**src/rtl/fixed_arith_pkg.sv**
```systemverilog
// Shared types, default widths and helpers for the fixed-point multiply/divide pair.
// fixed_divider uses the same defaults so its outputs feed fixed_multiplier directly.
package fixed_arith_pkg;

    typedef enum logic [1:0] {
        IDLE = 2'd0,
        RUN  = 2'd1,
        DONE = 2'd2
    } state_t;

    // Multiplicand / quotient width and multiplier / divisor / remainder width.
    localparam int DEF_WIDTH_A = 32;
    localparam int DEF_WIDTH_B = 16;

    function automatic int count_width(input int n);
        return $clog2(n + 1);
    endfunction

endpackage

```
**src/rtl/fixed_multiplier_if.sv**
```systemverilog
// Operand/result bundle for fixed_multiplier; master drives operands, slave returns the result.
interface fixed_multiplier_if
    import fixed_arith_pkg::*;
#(
    parameter int WIDTH_A = DEF_WIDTH_A,
    parameter int WIDTH_B = DEF_WIDTH_B
);
    // Handshake: init acts as valid and !busy as ready; an op is taken on a rising edge with
    // init=1 and busy=0, operands are captured on that edge only, and done pulses exactly once
    // per accepted op, on the cycle Product first shows its result.
    logic                       init;
    logic [WIDTH_A-1:0]         inMultiplicand;
    logic [WIDTH_B-1:0]         inMultiplier;
    logic [WIDTH_B-1:0]         inAddend;
    logic [WIDTH_A+WIDTH_B-1:0] Product;
    logic                       busy;
    logic                       done;

    modport master (
        output init, inMultiplicand, inMultiplier, inAddend,
        input  Product, busy, done
    );

    modport slave (
        input  init, inMultiplicand, inMultiplier, inAddend,
        output Product, busy, done
    );

endinterface

```
**src/rtl/fixed_mul_step.sv**
```systemverilog
// One radix-2 shift-add iteration: conditionally add A into the high half, then shift {hi,lo} right.
module fixed_mul_step
    import fixed_arith_pkg::*;
#(
    parameter int WIDTH_A = DEF_WIDTH_A,
    parameter int WIDTH_B = DEF_WIDTH_B
) (
    input  logic [WIDTH_A:0]   i_hi,
    input  logic [WIDTH_B-1:0] i_lo,
    input  logic [WIDTH_A-1:0] i_a,
    output logic [WIDTH_A:0]   o_hi,
    output logic [WIDTH_B-1:0] o_lo
);
    logic [WIDTH_A:0] w_sum;

    // hi stays below 2^WIDTH_A between steps, so the sum cannot exceed WIDTH_A+1 bits.
    assign w_sum = i_hi + (i_lo[0] ? {1'b0, i_a} : '0);
    assign o_hi  = {1'b0, w_sum[WIDTH_A:1]};
    assign o_lo  = {w_sum[0], i_lo[WIDTH_B-1:1]};

endmodule

```
**src/rtl/fixed_multiplier.sv**
```systemverilog
// Sequential multiply-accumulate Product = A*B + C, retiring one multiplier bit per clock.
// Define FIXED_MULTIPLIER_EARLY_TERM_EN to finish as soon as the remaining multiplier bits are zero.
module fixed_multiplier
    import fixed_arith_pkg::*;
#(
    parameter int WIDTH_A = DEF_WIDTH_A,
    parameter int WIDTH_B = DEF_WIDTH_B
) (
    input  logic              clock,
    input  logic              reset_n,
    fixed_multiplier_if.slave mul_bus,
    output state_t            o_state
);
    localparam int CW = count_width(WIDTH_B);
    localparam int RW = WIDTH_A + WIDTH_B;

    state_t             r_state;
    state_t             w_state_next;
    logic [CW-1:0]      r_count;
    logic [WIDTH_A-1:0] r_a;
    logic [WIDTH_A:0]   r_hi;
    logic [WIDTH_B-1:0] r_lo;
    logic [RW-1:0]      r_product;

    logic [WIDTH_A:0]   w_hi_next;
    logic [WIDTH_B-1:0] w_lo_next;
    logic [CW-1:0]      w_count_next;
    logic               w_accept;
    logic               w_last;
    logic               w_busy;
    logic               w_done;
    logic [RW-1:0]      w_result;

    fixed_mul_step #(
        .WIDTH_A (WIDTH_A),
        .WIDTH_B (WIDTH_B)
    ) u_step (
        .i_hi (r_hi),
        .i_lo (r_lo),
        .i_a  (r_a),
        .o_hi (w_hi_next),
        .o_lo (w_lo_next)
    );

    assign w_count_next = r_count + CW'(1);

`ifdef FIXED_MULTIPLIER_EARLY_TERM_EN
    logic [WIDTH_B-1:0] w_rem_mask;
    logic [CW-1:0]      w_align;

    // After this step the low (WIDTH_B - count_next) bits of lo are still unretired multiplier
    // bits; once they are all zero the remaining steps would only shift, so do them in one go.
    assign w_rem_mask = {WIDTH_B{1'b1}} >> w_count_next;
    assign w_align    = CW'(WIDTH_B) - w_count_next;
    assign w_last     = ((w_lo_next & w_rem_mask) == '0);
    assign w_result   = {w_hi_next[WIDTH_A-1:0], w_lo_next} >> w_align;
`else
    assign w_last     = (w_count_next == CW'(WIDTH_B));
    assign w_result   = {w_hi_next[WIDTH_A-1:0], w_lo_next};
`endif

    assign w_accept = mul_bus.init && (r_state != RUN);

    always_ff @(posedge clock or negedge reset_n) begin
        if (!reset_n) begin
            r_state <= IDLE;
        end else begin
            r_state <= w_state_next;
        end
    end

    always_comb begin
        w_state_next = r_state;
        w_busy       = 1'b0;
        w_done       = 1'b0;
        case (r_state)
            IDLE: begin
                if (mul_bus.init) begin
                    w_state_next = RUN;
                end
            end
            RUN: begin
                w_busy = 1'b1;
                if (w_last) begin
                    w_state_next = DONE;
                end
            end
            DONE: begin
                w_done       = 1'b1;
                w_state_next = mul_bus.init ? RUN : IDLE;
            end
            default: begin
                w_state_next = IDLE;
            end
        endcase
    end

    always_ff @(posedge clock or negedge reset_n) begin
        if (!reset_n) begin
            r_count   <= '0;
            r_a       <= '0;
            r_hi      <= '0;
            r_lo      <= '0;
            r_product <= '0;
        end else if (w_accept) begin
            r_count <= '0;
            r_a     <= mul_bus.inMultiplicand;
            r_hi    <= {{(WIDTH_A + 1 - WIDTH_B){1'b0}}, mul_bus.inAddend};
            r_lo    <= mul_bus.inMultiplier;
        end else if (r_state == RUN) begin
            r_count <= w_count_next;
            r_hi    <= w_hi_next;
            r_lo    <= w_lo_next;
            // Product only ever takes a finished result, never a partial sum.
            if (w_last) begin
                r_product <= w_result;
            end
        end
    end

    assign mul_bus.Product = r_product;
    assign mul_bus.busy    = w_busy;
    assign mul_bus.done    = w_done;
    assign o_state         = r_state;

endmodule

```
**src/flat_wrapper.sv**
```systemverilog
// flat-port wrapper written by rule: the top's interface ports become plain ports
module fixed_multiplier_flat import fixed_arith_pkg::*;
#(
    parameter int WIDTH_A = DEF_WIDTH_A,
    parameter int WIDTH_B = DEF_WIDTH_B
)
  (clock, reset_n, o_state, mul_bus_init, mul_bus_inMultiplicand, mul_bus_inMultiplier, mul_bus_inAddend, mul_bus_Product, mul_bus_busy, mul_bus_done);
  fixed_multiplier_if #(.WIDTH_A(WIDTH_A), .WIDTH_B(WIDTH_B)) mul_bus_i ();
  input  logic clock;
  input  logic reset_n;
  output state_t o_state;
  input wire logic [$bits(mul_bus_i.init)-1:0] mul_bus_init;
  input wire logic [$bits(mul_bus_i.inMultiplicand)-1:0] mul_bus_inMultiplicand;
  input wire logic [$bits(mul_bus_i.inMultiplier)-1:0] mul_bus_inMultiplier;
  input wire logic [$bits(mul_bus_i.inAddend)-1:0] mul_bus_inAddend;
  output wire logic [$bits(mul_bus_i.Product)-1:0] mul_bus_Product;
  output wire logic [$bits(mul_bus_i.busy)-1:0] mul_bus_busy;
  output wire logic [$bits(mul_bus_i.done)-1:0] mul_bus_done;
  assign mul_bus_i.init = mul_bus_init;
  assign mul_bus_i.inMultiplicand = mul_bus_inMultiplicand;
  assign mul_bus_i.inMultiplier = mul_bus_inMultiplier;
  assign mul_bus_i.inAddend = mul_bus_inAddend;
  assign mul_bus_Product = mul_bus_i.Product;
  assign mul_bus_busy = mul_bus_i.busy;
  assign mul_bus_done = mul_bus_i.done;
  fixed_multiplier #(.WIDTH_A(WIDTH_A), .WIDTH_B(WIDTH_B)) u_core (.clock(clock), .reset_n(reset_n), .mul_bus(mul_bus_i), .o_state(o_state));
endmodule
```
**config.mk**
```make
export PLATFORM = sky130hd
export DESIGN_NAME = fixed_multiplier_flat
export DESIGN_NICKNAME = d
export VERILOG_FILES = /design/src/rtl/fixed_arith_pkg.sv /design/src/rtl/fixed_multiplier_if.sv /design/src/rtl/fixed_mul_step.sv /design/src/rtl/fixed_multiplier.sv /design/src/flat_wrapper.sv
export SDC_FILE = /design/constraint.sdc
export NUM_CORES = 1
export LEC_CHECK = 0
export CAP_MARGIN = 10
export CORE_MARGIN = 1.5
export CORE_UTILIZATION = 40
export DETAILED_ROUTE_END_ITERATION = 16
export HOLD_SLACK_MARGIN = 0.15
export PLACE_DENSITY = 0.74
export SYNTH_ARGS = -nofsm -noshare
export SYNTH_HDL_FRONTEND = slang
export SYNTH_SLANG_ARGS = --single-unit
export TNS_END_PERCENT = 30
```
**constraint.sdc**
```tcl
create_clock -name clock -period 2.9 [get_ports clock]
set_input_delay 0.29 -clock clock [delete_from_list [all_inputs] [get_ports clock]]
set_output_delay 0.29 -clock clock [all_outputs]
set_load 0.01 [all_outputs]
```
==> After elaboration in Yosys (flattened, before gate mapping) <==
Index checks and enable logic that the tools add are counted.
{ "totals": {"reg_bits": 136, "in_bits": 67, "elab_cells": 33, "out_inout_bits": 52} }
{ "classes": {"n_reduce_logical": 5, "bitwise": 1, "n_mux": 13, "n_eq_ne": 6, "add_sub_neg": 2} }
{ "op_table": {"columns": ["op", "n"], "rows": [
  ["two-way mux 33 bit", 2],
  ["adder 33 bit", 1],
  ["two-way mux 16 bit", 2],
  ["two-way mux 32 bit", 1],
  ["two-way mux 5 bit", 2],
  ["one-hot mux 2 bit (3 select lines)", 1],
  ["adder 5 x 1 -> 5 bit, second input constant", 1],
  ["== test 5 bit, second input constant", 1],
  ["two-way mux 2 bit", 2],
  ["!= test 2 x 1 -> 1 bit, second input constant", 2],
  ["two-way mux 1 bit", 3],
  ["AND reduction 3 bit", 1],
  ["== test 2 x 1 -> 1 bit, second input constant", 1],
  ["== test 2 bit, second input constant", 1],
  ["logical NOT 2 bit", 1],
  ["!= test 2 bit, second input constant", 1],
  ["AND reduction 2 bit", 1],
  ["nonzero test 2 bit", 1],
  ["logical AND 1 bit", 1],
  ["inverter 1 bit", 1]
]} }

==> Logic depth before layout (Yosys ltp) <==
{ "depth": {"depth_word": 4, "mapped_depth": 11, "depth_no_buf": 10} }

==> Modules after synthesis <==
From an unflattened synthesis, not the netlist that was laid out.
{ "unflattened": {"cells_unflattened": 722, "area_unflattened_um2": 7513.5} }
{ "modules_own_cells": {"columns": ["mod", "seq_area_each_um2", "area_each_um2", "instances", "cells_per_inst"], "rows": [
  ["fixed_multiplier", 3403.3, 5413.9, 1, 419],
  ["fixed_mul_step", 0.0, 2099.5, 1, 303]
]} }

==> Worst setup path after synthesis <==
Ideal clock, no wire load.
{ "synth_path": {"path_type": "register -> register", "start": "register u_core.r_lo[0]", "end": "register u_core.r_hi[21]", "stages_incl_launch_ff": 11, "n_path_buf": 1, "period_less_slack_ps": 2600, "slack_ps": 300, "setup_time_ps": 135, "required_ps": 2765, "t_arrival_ps": 2465, "path_cell_list": "dfrtp_1 > clkbuf_1 > and2_1 > fa_1 > a21o_1 > a221oi_2 > nand3b_4 > a31oi_2 > a211oi_2 > xor2_1 > o21ai_0"} }
{ "synth_via": {"elab_chain_len": 4} }
{ "synth_rtl": {"columns": ["element", "line", "source"], "rows": [
  ["start: declaration", "fixed_multiplier.sv:22", "logic [WIDTH_B-1:0] r_lo;"],
  ["start signal: assignment", "fixed_multiplier.sv:109", "r_lo <= mul_bus.inMultiplier;"],
  ["start signal: assignment", "fixed_multiplier.sv:113", "r_lo <= w_lo_next;"],
  ["two-way mux 32 bit", "fixed_mul_step.sv:17", "assign w_sum = i_hi + (i_lo[0] ? {1'b0, i_a} : '0);"],
  ["adder 33 bit", "fixed_mul_step.sv:17", null],
  ["two-way mux 33 bit", "fixed_multiplier.sv:110", "end else if (r_state == RUN) begin"],
  ["two-way mux 33 bit", "fixed_multiplier.sv:105", "end else if (w_accept) begin"],
  ["end signal: assignment", "fixed_multiplier.sv:108", "r_hi <= {{(WIDTH_A + 1 - WIDTH_B){1'b0}}, mul_bus.inAddend};"],
  ["end signal: assignment", "fixed_multiplier.sv:112", "r_hi <= w_hi_next;"],
  ["end: declaration", "fixed_multiplier.sv:21", "logic [WIDTH_A:0] r_hi;"]
]} }
No other way between the ends. The select of a mux whose other input is x is not followed.
A chain may end at the register's enable or synchronous reset.

==> Final worst setup path <==
{ "layout_path": {"start": "register u_core.r_lo[0]", "end": "register u_core.r_product[44], in the netlist u_core.mul_bus.Product[44]"} }
{ "layout_via": {"elab_chain_len": 2} }
{ "layout_rtl": {"columns": ["element", "line", "source"], "rows": [
  ["two-way mux 32 bit", "fixed_mul_step.sv:17", null],
  ["adder 33 bit", "fixed_mul_step.sv:17", null],
  ["end signal: assignment", "fixed_multiplier.sv:116", "r_product <= w_result;"],
  ["end: declaration", "fixed_multiplier.sv:23", "logic [RW-1:0] r_product;"]
]} }
No other way between the ends.

==> results.py <==
metrics = {
    "status": {
        "status": "complete, no violations",
    },
    "logic_synthesis": {
        "synth_cell_type_count": 59,
        "syn_area_per_cell_um2": 9.44,
        "ys_seq_area_share_pct": 44.6,
        "synth_top_flop_cell": "dfrtp_1",
        "synth_fp_nets": 903,
        "synth_area_leaders": "dfrtp_1 45%, nand2_1 6.6%, ha_1 5.5%",
        "syn-cell-area_mm2": 0.00757,
        "synth_top_area_share_pct": 44.6,
        "synth_seq_cells": 135,
        "yosysMostFrequentCell": "dfrtp_1",
        "yosysWarningCount": 0,
        "synth_commonest_cells": "135 x dfrtp_1, 133 x nand2_1, 74 x o21ai_0",
        "asyncSetResetFlopFracSynth_pct": 100,
        "synth-edff-count": 0,
        "synth_top_cell_by_area": "dfrtp_1",
        "postSynthCellCount": 802,
    },
    "clocking": {
        "root_buffer": "clkbuf_16",
        "clock_latency_ns": 0.43,
        "cts.htree.levels": 4,
        "number_of_sinks_driven_by_the_clock_tree": 135,
        "number_of_buffers_inserted_during_clock_tree_synthesis": 17,
        "clk_path_buf_depth": 2,
        "clock_tree_from_tritoncts": "done",
        "clkSlewWorstSetupHoldPaths_ns": 0.06,
    },
    "timing": {
        "final_setup_violation_count": 0,
        "final.period_utilization_pct": 94.0,
        "timing_max_transition_violations_final": 0,
        "worst_clock_skew_ns": 0.00764,
        "period_minus_slack_ns": 2.73,
        "tightestPinTransition_ns": 0.695,
        "timing.slew.headroom_pct": 53.4,
        "hold_viol": 0,
        "timing.fmax_ghz": 0.367,
    },
    "place": {
        "placed_area_mm2": 0.00905,
        "post-dp-hpwl_mm": 13.9,
        "port_buffers": 118,
        "routability_congestion": 0.914,
    },
    "pwr": {
        "design_power_total_mw": 11.1,
        "worst_ir_drop_vdd_mv": 0.663,
        "static_leakage_power_nw": 4.35,
        "power_density_mw_per_mm2": 1140,
    },
    "global_route": {
        "grt_start_max_net_pins": 75,
        "track_usage_pct": 20.7,
        "antenna_violations_before_repair": 0,
        "global_routing_met3_resource_utilization_pct": 4.44,
        "fraction_of_met2_tracks_used_by_global_routing_pct": 32.8,
        "global_route.overflow_total": 0,
        "grt.busiest_layer": "met2",
        "met1_usage_pct": 27.8,
        "grt_pass1_vias": 6285,
        "grt_pass1_wl_mm": 32.2,
    },
    "critical_path": {
        "critical_path.startpoint_type": "flip-flop",
        "setup_cp_type": "reg2reg",
        "required_time_at_the_endpoint_of_the_critical_path_ns": 3.21,
        "cp_data_arrival_time_ns": 3.04,
        "end_kind": "flip-flop",
        "worst_path_max_delay_cell": "a2111oi_4",
        "path_delay_family": "compound AO/OA/AOI/OAI gates",
        "reg2reg_slack_ns": 0.17,
        "critPathMaxFanout": 18,
        "list_of_cells_traversed_by_the_critical_path": "buf_6 -> and2_1 -> ha_1 -> a21o_1 -> and4_4 -> o211ai_1 -> buf_4 -> a2111oi_4 -> nand4bb_1 -> o21ai_0 -> a22o_1",
        "crit_path_max_incr_delay_ns": 0.44,
        "path_buf_inv": 2,
    },
    "detailed_routing": {
        "viasPerCell": 5.46,
        "drt-total-wl_mm": 19.9,
        "post_drt_wl_per_cell_um": 17.0,
        "drt-pass1-iter-count": 5,
        "drc": 0,
        "routed-via-count": 6377,
        "drc_marker_count_from_the_first_detailed_route_iteration": 492,
        "antenna_violating_nets_post_route": 0,
    },
    "floorplanning": {
        "initial_cell_density_of_the_core_pct": 40.6,
        "core.rowCount": 50,
        "io_pins": 119,
        "fp.dieH_um": 141,
        "fp.dieArea_mm2": 0.0198,
        "die_w_um": 141,
        "floorplan.core_area_mm2": 0.0186,
    },
    "final_layout": {
        "drive_above_1_share_pct": 13.1,
        "fin_util_pct": 52.4,
        "fin_area_mm2": 0.00976,
        "fill_cells": 1667,
        "syn2layout_area_growth_pct": 29.0,
        "finish.net_count": 1022,
        "antenna-diode-count": 0,
    },
    "job": {
        "cap_violations": 0,
    },
    "worst_hold_path": {
        "min-delay-path-class": "in2async",
    },
}
[through the flow]
stage | cells | hold slack (ns) | worst slack [ns] | TNS, ns
after floorplan | 802 | -0.00559 | 0.300 | 0
after global placement | 1131 | 0.343 | 0.150 | 0
after detailed placement | 1131 | 0.345 | 0.0341 | 0
after CTS | 1164 | 0.460 | 0.00804 | 0
after global routing | 1168 | 0.474 | -0.00865 | -0.0163
final | 1168 | 0.451 | 0.173 | 0
[worst paths after layout]
check                                                            start                                     end  depth (start not counted)
worst min register to register  u_core.mul_bus.Product[13]$_DFFE_PN0P_  u_core.mul_bus.Product[13]$_DFFE_PN0P_                          2
max in group asynchronous                                      reset_n  u_core.mul_bus.Product[21]$_DFFE_PN0P_                          3
min in group clock              u_core.mul_bus.Product[13]$_DFFE_PN0P_  u_core.mul_bus.Product[13]$_DFFE_PN0P_                          2
worst min-delay path                                           reset_n  u_core.mul_bus.Product[38]$_DFFE_PN0P_                          2
worst max register to register              u_core.r_lo[0]$_DFFE_PN0P_  u_core.mul_bus.Product[44]$_DFFE_PN0P_                         11
worst max-delay path                        u_core.r_lo[0]$_DFFE_PN0P_  u_core.mul_bus.Product[44]$_DFFE_PN0P_                         11
[cell usage in the layout, fill, tap and decap left out, types with 10 or more instances in the layout]
master and count:
buf_4 27, o211ai_1 11, nor2b_1 15, inv_1 10, o21ai_0 70, ha_1 32, a21o_1 16, and2_1 34
nand4_1 14, a211oi_1 14, xor2_1 15, a21oi_1 47, clkbuf_16 17, mux2_2 34, nand2_1 133, nand3_1 22
mux2i_1 18, dfrtp_1 135, nor2_1 22, clkdlybuf4s50_1 116, a31oi_1 10
[logic make-up (layout without fill, tap and decap cells)]
group	Yosys count	after routing	synth area share (%)
AOI/OAI and AO/OA	225	225	19.0
adders and majority gates	34	34	5.72
xor gates and xnor gates	21	21	2.43
DFF	135	135	44.6
muxes	52	52	7.44
buffers and inverters	61	193	3.14
and+or+nand+nor	274	274	17.6
[flip-flops by register name, indices dropped and copies added (netlist names)]
| signal | flops |
|---|---|
| u_core.mul_bus.Product | 48 |
| u_core.o_state | 2 |
| u_core.r_lo | 16 |
| u_core.r_count | 5 |
| u_core.r_hi | 32 |
| u_core.r_a | 32 |
[layout make-up]
cell class / count / area [um^2] / area share, %
sequential: 135 / 3380 / 34.6
timing repair buffer: 148 / 1420 / 14.6
clock inverter: 15 / 155 / 1.59
clock buffer: 17 / 425 / 4.36
inverter: 13 / 48.8 / 0.500
multi-input combinational: 606 / 4040 / 41.4
tap: 234 / 293 / 3.00
[metal layers]
metal  vias to the layer above  part of all wire [%]  wire, um
met5                         -                     0         0
met4                         0                   2.1       424
met3                        34                   4.5       889
met2                       173                    46      9200
met1                      3067                    47      9350
li1                       3103                     -         -
[timing repair]
action | CTS | global route
gates resized for setup | 0 | 19
hold endpoints to repair | 66 | 0
hold buffers | 1 | 0
setup buffers | 0 | 4
setup endpoints to repair | 0 | 31
[report_power, final]
group          switching [mW]  internal (mW)
clock                   0.859           1.27
combinational            3.08           2.55
sequential              0.574           2.80
total                    4.51           6.61
Power figures use the tool's default switching activity.
